===== src/rtl/bcd_scan_display_if.sv =====
// Digit-source / display bus for bcd_scan_display: BCD digits and load request in,
// scanned segment/anode drive and status pulses out.
interface bcd_scan_display_if;
   logic [3:0] D5, D4, D3, D2, D1;
   logic       load;
   logic       blank_lz;
   logic [6:0] seg;
   logic [4:0] an;
   logic       load_ack;
   logic       frame_done;

   modport master (
      output D5, D4, D3, D2, D1, load, blank_lz,
      input  seg, an, load_ack, frame_done
   );

   modport slave (
      input  D5, D4, D3, D2, D1, load, blank_lz,
      output seg, an, load_ack, frame_done
   );
endinterface


===== src/rtl/bcd_scan_display.sv =====
// Five-digit multiplexed 7-segment driver: staging/shadow digit buffers swapped only at
// frame wrap, per-digit divider, decode with blank/dash codes and leading-zero suppression.
module bcd_scan_display #(
   parameter int unsigned SCAN_DIV = 1000
) (
   input logic              clk,
   input logic              rst_n,
   bcd_scan_display_if.slave bus
);

   localparam logic [15:0] TERM = 16'(SCAN_DIV - 1);

   logic [4:0][3:0] r_staging;
   logic [4:0][3:0] r_shadow;
   logic            r_pending;
   logic [15:0]     r_cnt;
   logic [2:0]      r_idx;
   logic [6:0]      r_seg;
   logic [4:0]      r_an;
   logic            r_load_ack;
   logic            r_frame_done;

   logic [4:0][3:0] w_din;
   logic            w_term;
   logic            w_wrap;
   logic [4:0]      w_lz_mask;
   logic [3:0]      w_digit;
   logic [6:0]      w_seg_next;

   function automatic logic [6:0] seg_decode(input logic [3:0] v);
      case (v)
         4'd0:    seg_decode = 7'h3F;
         4'd1:    seg_decode = 7'h06;
         4'd2:    seg_decode = 7'h5B;
         4'd3:    seg_decode = 7'h4F;
         4'd4:    seg_decode = 7'h66;
         4'd5:    seg_decode = 7'h6D;
         4'd6:    seg_decode = 7'h7D;
         4'd7:    seg_decode = 7'h07;
         4'd8:    seg_decode = 7'h7F;
         4'd9:    seg_decode = 7'h6F;
         4'hF:    seg_decode = 7'h00;
         default: seg_decode = 7'h40;
      endcase
   endfunction

   // Walk down from D5: zeros are suppressed while everything above is zero or blank;
   // any shown value (1..9 or dash) ends suppression. D1 is never masked.
   function automatic logic [4:0] lz_mask(input logic [4:0][3:0] d);
      logic sup;
      lz_mask = 5'b00000;
      sup     = 1'b1;
      for (int k = 4; k >= 1; k--) begin
         if (sup && d[k] == 4'd0)
            lz_mask[k] = 1'b1;
         else if (d[k] != 4'hF)
            sup = 1'b0;
      end
   endfunction

   assign w_din      = {bus.D5, bus.D4, bus.D3, bus.D2, bus.D1};
   assign w_term     = (r_cnt == TERM);
   assign w_wrap     = w_term && (r_idx == 3'd4);
   assign w_lz_mask  = lz_mask(r_shadow);
   assign w_digit    = r_shadow[r_idx];
   assign w_seg_next = (bus.blank_lz && w_lz_mask[r_idx]) ? 7'h00 : seg_decode(w_digit);

   always_ff @(posedge clk) begin
      if (!rst_n) begin
         r_staging    <= {5{4'hF}};
         r_shadow     <= {5{4'hF}};
         r_pending    <= 1'b0;
         r_cnt        <= 16'd0;
         r_idx        <= 3'd0;
         r_seg        <= 7'h00;
         r_an         <= 5'b00001;
         r_load_ack   <= 1'b0;
         r_frame_done <= 1'b0;
      end else begin
         // Outputs reflect the pre-edge index/shadow, so an and seg always move together.
         r_seg        <= w_seg_next;
         r_an         <= 5'b00001 << r_idx;
         r_frame_done <= w_wrap;
         r_load_ack   <= w_wrap && (r_pending || bus.load);

         if (w_term) begin
            r_cnt <= 16'd0;
            r_idx <= (r_idx == 3'd4) ? 3'd0 : r_idx + 3'd1;
         end else begin
            r_cnt <= r_cnt + 16'd1;
         end

         // A load landing on the wrap edge bypasses staging and wins over an older pending set.
         if (w_wrap && bus.load) begin
            r_shadow  <= w_din;
            r_pending <= 1'b0;
         end else if (w_wrap && r_pending) begin
            r_shadow  <= r_staging;
            r_pending <= 1'b0;
         end else if (bus.load) begin
            r_staging <= w_din;
            r_pending <= 1'b1;
         end
      end
   end

   assign bus.seg        = r_seg;
   assign bus.an         = r_an;
   assign bus.load_ack   = r_load_ack;
   assign bus.frame_done = r_frame_done;

endmodule


===== src/flat_wrapper.sv =====
// flat-port wrapper written by rule: the top's interface ports become plain ports
module bcd_scan_display_flat 
#(
   parameter int unsigned SCAN_DIV = 1000
)
  (clk, rst_n, bus_D5, bus_D4, bus_D3, bus_D2, bus_D1, bus_load, bus_blank_lz, bus_seg, bus_an, bus_load_ack, bus_frame_done);
  bcd_scan_display_if bus_i ();
  input logic clk;
  input logic rst_n;
  input wire logic [$bits(bus_i.D5)-1:0] bus_D5;
  input wire logic [$bits(bus_i.D4)-1:0] bus_D4;
  input wire logic [$bits(bus_i.D3)-1:0] bus_D3;
  input wire logic [$bits(bus_i.D2)-1:0] bus_D2;
  input wire logic [$bits(bus_i.D1)-1:0] bus_D1;
  input wire logic [$bits(bus_i.load)-1:0] bus_load;
  input wire logic [$bits(bus_i.blank_lz)-1:0] bus_blank_lz;
  output wire logic [$bits(bus_i.seg)-1:0] bus_seg;
  output wire logic [$bits(bus_i.an)-1:0] bus_an;
  output wire logic [$bits(bus_i.load_ack)-1:0] bus_load_ack;
  output wire logic [$bits(bus_i.frame_done)-1:0] bus_frame_done;
  assign bus_i.D5 = bus_D5;
  assign bus_i.D4 = bus_D4;
  assign bus_i.D3 = bus_D3;
  assign bus_i.D2 = bus_D2;
  assign bus_i.D1 = bus_D1;
  assign bus_i.load = bus_load;
  assign bus_i.blank_lz = bus_blank_lz;
  assign bus_seg = bus_i.seg;
  assign bus_an = bus_i.an;
  assign bus_load_ack = bus_i.load_ack;
  assign bus_frame_done = bus_i.frame_done;
  bcd_scan_display #(.SCAN_DIV(SCAN_DIV)) u_core (.clk(clk), .rst_n(rst_n), .bus(bus_i));
endmodule

===== config.mk =====
export PLATFORM = sky130hd
export DESIGN_NAME = bcd_scan_display_flat
export DESIGN_NICKNAME = d
export VERILOG_FILES = /design/src/rtl/bcd_scan_display_if.sv /design/src/rtl/bcd_scan_display.sv /design/src/flat_wrapper.sv
export SDC_FILE = /design/constraint.sdc
export NUM_CORES = 1
export LEC_CHECK = 0
export ABC_AREA = 0
export CAP_MARGIN = 20
export CORE_MARGIN = 4
export CORE_UTILIZATION = 30
export CTS_BUF_LIST = sky130_fd_sc_hd__clkbuf_4 sky130_fd_sc_hd__clkbuf_8 sky130_fd_sc_hd__clkbuf_16
export DETAILED_ROUTE_END_ITERATION = 10
export SETUP_SLACK_MARGIN = 0.05
export SYNTH_ARGS = -nofsm -noshare
export SYNTH_HDL_FRONTEND = slang
export SYNTH_SLANG_ARGS = --single-unit

===== constraint.sdc =====
create_clock -name clk -period 3.2 [get_ports clk]
set_input_delay 0.64 -clock clk [delete_from_list [all_inputs] [get_ports clk]]
set_output_delay 0.64 -clock clk [all_outputs]
set_load 0.01 [all_outputs]

# [After elaboration in Yosys (flattened, before gate mapping)]
# Memories as Yosys holds them, arrays and structs flattened. A register that Yosys moved wholly into a read port is not among the register bits.
# Cells that the tools add are included.
[classes] n_addsub=2 n_mul=0 div_mod_pow=0 magnitude_cmp=1 n_eq_ne=5 shifts=1 mux=17 n_bitwise=3 reduce_logical=18
[ops] operator="$mux 20" count=2
[ops] operator="$add 16x1->16 const B" count=1
[ops] operator="$eq 16x10->1 const B" count=1
[ops] operator="$logic_not 4->1" count=4
[ops] operator="$bmux 4 s3" count=1
[ops] operator="$ne 4x4->1 const B" count=3
[ops] operator="$mux 1" count=11
[ops] operator="$logic_and 1x1->1" count=8
[ops] operator="$shl 1x3->5 const A" count=1
[ops] operator="$lt 3x4->1 const B" count=1
[ops] operator="$mux 4" count=1
[ops] operator="$reduce_or 2->1" count=2
[ops] operator="$add 3x1->3 const B" count=1
[ops] operator="$bmux 1 s3" count=1
[ops] operator="$eq 3x3->1 const B" count=1
[ops] operator="$mux 3" count=1
[ops] operator="$not 1->1" count=3
[ops] operator="$reduce_and 3->1" count=1
[ops] operator="$reduce_or 3->1" count=1
[ops] operator="$reduce_bool 2->1" count=1
[ops] operator="$logic_or 1x1->1" count=1
[word_totals] regBits=67 latch_bits=0 ramBits=0 romBits=112 wordCells=64 n_memories=1
[mem_list] memory="(no name shown)" words=16 word_bits=7 read_ports=1 rd_ports_with_merged_regs=1 write_ports=0 line="bcd_scan_display.sv:31" text="case (v)"

# [Logic depth before layout (Yosys ltp)]
[logic_depth] word_depth=13 depth_mapped=10 mapped_depth_nobuf=7

# [Worst setup path before layout]
# Ideal clock, no wire load.
[synth_path] kind="flip-flop to flip-flop" start="register u_core.r_idx[1]" end="register u_core.r_seg[5] (netlist: u_core.bus.seg[5])" setup_time_ns=0.091 arrival_ns=2.309 t_required_ns=3.109 path_slack_ns=0.800 stages_incl_launch_ff=10 path_buffers=2 synth_period_minus_slack_ns=2.400 cell_sequence="dfxtp_1 clkbuf_1 buf_2 mux2i_1 o22ai_1 a21oi_1 inv_1 ha_1 or2_2 a311oi_1"
[synth_via] elab_chain_len=4 word_cells_on_any_way=6 classes_between="mux: 4; reduce/logical: 2"
[synth_lines] item="start: declaration" line="bcd_scan_display.sv:17" text="logic [2:0] r_idx;"
[synth_lines] item="start signal: assignment" line="bcd_scan_display.sv:88" text="r_idx <= (r_idx == 3'd4) ? 3'd0 : r_idx + 3'd1;"
[synth_lines] item="$bmux 1 s3" line="bcd_scan_display.sv:66" text="assign w_seg_next = (bus.blank_lz && w_lz_mask[r_idx]) ? 7'h00 : seg_decode(w_digit);"
[synth_lines] item="$mux 1 (not written as such)" line="bcd_scan_display.sv:66"
[synth_lines] item="$logic_and 1x1->1" line="bcd_scan_display.sv:66"
[synth_lines] item="$reduce_or 2->1 (no line)"
[synth_lines] item="end: declaration" line="bcd_scan_display.sv:18" text="logic [6:0] r_seg;"
# Parallel ways exist; a longest one is shown, timed or not. The select of a mux whose other input is x is not followed.
# A chain may end at the register's enable or synchronous reset.

# [Worst setup path after layout]
# Same ends and word-level chain as after synthesis.

==> results.py <==
metrics = {
    "outcome": {
        "outcome": "complete, no violations",
    },
    "sta": {
        "rsz0062_at_grt": "no",
        "fmaxAchievable_ghz": 0.374,
        "final.hold.worst_slack_ps": 465,
        "slew-limit-headroom_pct": 41.6,
        "final.setup.tns_ps": 0,
        "setup_viol": 0,
        "clock_skew_ps": 13.6,
        "final_min_period_over_clock_period_pct": 83.5,
        "tightest_slew_ps": 868,
        "finalHoldViolations": 0,
        "timing_max_transition_violations_final": 0,
        "layout_min_cycle_time_ps": 2670,
    },
    "final_layout": {
        "drive_gt1_share_pct": 7.42,
        "multiInputGateArea_mm2": 0.00156,
        "regArea_mm2": 0.00148,
        "finalNetCount": 419,
        "post_synthesis_to_final_layout_area_growth_pct": 21.7,
        "n_antenna_cell": 0,
        "finish.utilization_pct": 37.8,
        "most_used_cells_in_the_layout_excluding_fill_and_tap_cells": "sky130_fd_sc_hd__dfxtp_1 (74), sky130_fd_sc_hd__clkdlybuf4s50_1 (37), sky130_fd_sc_hd__nand2_1 (33)",
        "stdcell_count": 527,
        "most_frequent_standard_cell_in_the_layout_excluding_fill_and_tap_cells": "sky130_fd_sc_hd__dfxtp_1",
        "final.fill_count": 1092,
    },
    "route": {
        "vias_per_cell": 4.75,
        "drt-initial-drc-count": 115,
        "wl_per_cell_um": 13.3,
        "overall_routed_net_length_um": 7020,
        "drt.antenna.violating_nets": 0,
        "remaining_drc_errors": 0,
        "drt_pass1_iterations": 4,
        "route.vias.total": 2505,
    },
    "synthesis": {
        "synth_enable_flop_cells": 0,
        "synthesis.area_mm2": 0.00325,
        "largest_family_of_logic_cells_by_synthesized_area": "simple AND/OR/NAND/NOR gates",
        "synth.mux.area_fraction_pct": 8.92,
        "sequential_to_total_area_share_from_yosys_stat_pct": 45.5,
        "synthCells": 351,
        "postSynthAreaPerCell_um2": 9.27,
        "total_nets_after_synthesis": 384,
        "async_flop_share_pct": 0,
        "ys_ff_latch": 74,
        "yosys_warnings": 0,
        "ys_types": 42,
        "prevailing_post_synth_register_cell": "sky130_fd_sc_hd__dfxtp_1",
        "yosys.area_share.xor_xnor_pct": 3.50,
        "synth_simple_gate_area_share_pct": 15.9,
        "synth-adder-area-share_pct": 3.46,
        "synth-compound-area-share_pct": 15.8,
    },
    "placed_design": {
        "dpl.hpwl_um": 4900,
        "placed_cells": 511,
        "io_buffer_count": 37,
        "place.gp.congestion": 0.806,
    },
    "clock_tree": {
        "cts-root-to-sink-buffers": 2,
        "postCtsSetupRepairBufs": 0,
        "clkSlewWorstSetupHoldPaths_ps": 80,
        "cts-buffers-inserted": 9,
        "ctsHoldBuffers": 0,
        "cts.htree.levels": 3,
        "cts.sinks": 74,
        "tritoncts_clock_tree": "done",
        "cts.root.buffer_cell": "sky130_fd_sc_hd__clkbuf_8",
        "cts_resized": 0,
        "worstSkewPairLatency_ps": 350,
    },
    "die": {
        "start_util_pct": 31.1,
        "die_area_mm2": 0.0126,
        "num_io_pins": 38,
        "fp.dieW_um": 112,
        "design.core.area_mm2": 0.0105,
        "die_height_um": 112,
        "rows": 37,
    },
    "power_and_ir_drop": {
        "power.static_leakage_nw": 1.64,
        "power-per-cell-area_mw_per_mm2": 469,
        "irDropWorstVdd_mv": 0.209,
    },
    "worst_setup_path": {
        "worst-r2r-cell-count": 7,
        "worst-endpoint-required_ps": 3460,
        "cp-start-kind": "flop",
        "timing.critical_path.from": "u_core.r_idx[1]$_SDFFE_PN0P_",
        "timing.rr.start": "u_core.r_idx[1]$_SDFFE_PN0P_",
        "regToRegEndpoint": "u_core.bus.seg[5]$_SDFF_PP0_",
        "cp-end-kind": "flop",
        "arrival_ps": 2940,
        "reg2reg_setup_slack_ps": 530,
        "critPathKind": "reg2reg",
        "critical_path.max_fanout": 16,
        "crit_path_end": "u_core.bus.seg[5]$_SDFF_PP0_",
    },
    "grt": {
        "maximum_number_of_pins_on_one_net_before_global_route_repair": 35,
        "globalRouteTotalUtil_pct": 11.2,
        "grt_pass1_vias": 2418,
        "global_route.overflow_total": 0,
        "initial_antenna_violation_count": 0,
        "wire_length_of_the_first_global_routing_pass_um": 11600,
    },
    "run": {
        "max_cap_viol_count": 0,
    },
    "hold_path": {
        "min_path_type": "reg2reg",
    },
}
-- registers in the layout, summed over array words and instances, names as in the netlist --
signal                 flops
u_core.bus.load_ack        1
u_core.bus.seg             7
u_core.r_staging          20
u_core.bus.frame_done      1
u_core.r_shadow           20
u_core.bus.an              5
u_core.r_cnt              16
u_core.r_idx               3
u_core.r_pending           1
-- report_power, final --
part           switching (mW)  internal, mW  total [mW]  leakage, nW
Combinational          0.0423        0.0480      0.0903        0.927
Sequential             0.0110         0.939       0.950        0.602
Clock                   0.351         0.467       0.818        0.113
-- kinds of logic (layout without fill, tap and decap cells) --
| group | Yosys count | count (layout) |
|---|---|---|
| xor+xnor | 13 | 13 |
| simple gates | 103 | 103 |
| compound gates | 75 | 75 |
| fa+ha+maj | 9 | 9 |
| mux | 29 | 29 |
| buf+inv | 48 | 88 |
| flops | 74 | 74 |
-- synth_stat cells, types with 4 or more instances --
master	count	area, um2
sky130_fd_sc_hd__dfxtp_1	74	1480
sky130_fd_sc_hd__nand2_1	33	124
sky130_fd_sc_hd__a21oi_1	32	160
sky130_fd_sc_hd__mux2i_1	29	290
sky130_fd_sc_hd__inv_1	28	105
sky130_fd_sc_hd__nor2_1	27	101
sky130_fd_sc_hd__a221o_1	20	200
sky130_fd_sc_hd__ha_1	9	113
sky130_fd_sc_hd__clkbuf_1	8	30.0
sky130_fd_sc_hd__nand3_1	7	35.0
sky130_fd_sc_hd__o21ai_0	7	35.0
sky130_fd_sc_hd__xor2_1	7	61.3
sky130_fd_sc_hd__nand4_1	6	37.5
sky130_fd_sc_hd__xnor2_1	6	52.6
sky130_fd_sc_hd__buf_2	5	25.0
sky130_fd_sc_hd__nor3_1	5	25.0
sky130_fd_sc_hd__nor4_1	5	31.3
sky130_fd_sc_hd__a311oi_1	4	35.0
sky130_fd_sc_hd__buf_4	4	30.0
-- per-stage QoR --
stage	setup WS (ps)	power, mW	instance area [um2]
after floorplan	800	1.02	3250
after global placement	703	1.06	3740
after detailed placement	534	1.06	3740
after CTS	516	1.88	3960
after global routing	287	1.93	3960
final	528	1.86	3960
-- per-layer routing --
layer  share of wire, %  track usage (%)
met1                 49             14.4
met4                2.3             5.37
met2                 45             17.6
met5                  0                0
met3                3.5             2.64
-- layout make-up --
class / instances / area share (%)
clock buffers: 11 / 3.67
clock inverters: 5 / 1.96
inverters: 28 / 2.65
multi-input cells: 229 / 39.3
flip-flops and latches: 74 / 37.4
well taps: 136 / 4.30
repair buffers: 44 / 10.7
-- critical path: stages, from the launching register on --
cell and delay (ps):
sky130_fd_sc_hd__dfxtp_1 740, sky130_fd_sc_hd__mux2i_1 280, sky130_fd_sc_hd__o22ai_1 110, sky130_fd_sc_hd__a21oi_1 520, sky130_fd_sc_hd__inv_1 180, sky130_fd_sc_hd__ha_1 230
sky130_fd_sc_hd__or2_2 290, sky130_fd_sc_hd__a311oi_1 230
-- worst min path at each step --
stage / depth (start not counted) / startpoint / endpoint
6_report: 1 / u_core.r_cnt[0]$_SDFF_PP0_ / u_core.r_cnt[0]$_SDFF_PP0_
5_1_grt: 1 / u_core.r_cnt[0]$_SDFF_PP0_ / u_core.r_cnt[0]$_SDFF_PP0_
3_5_place_dp: 1 / u_core.r_cnt[0]$_SDFF_PP0_ / u_core.r_cnt[0]$_SDFF_PP0_
3_3_place_gp: 1 / u_core.r_cnt[0]$_SDFF_PP0_ / u_core.r_cnt[0]$_SDFF_PP0_
4_1_cts: 1 / u_core.r_cnt[0]$_SDFF_PP0_ / u_core.r_cnt[0]$_SDFF_PP0_
2_1_floorplan: 1 / u_core.r_cnt[0]$_SDFF_PP0_ / u_core.r_cnt[0]$_SDFF_PP0_
(Power assumes the default switching activity.)
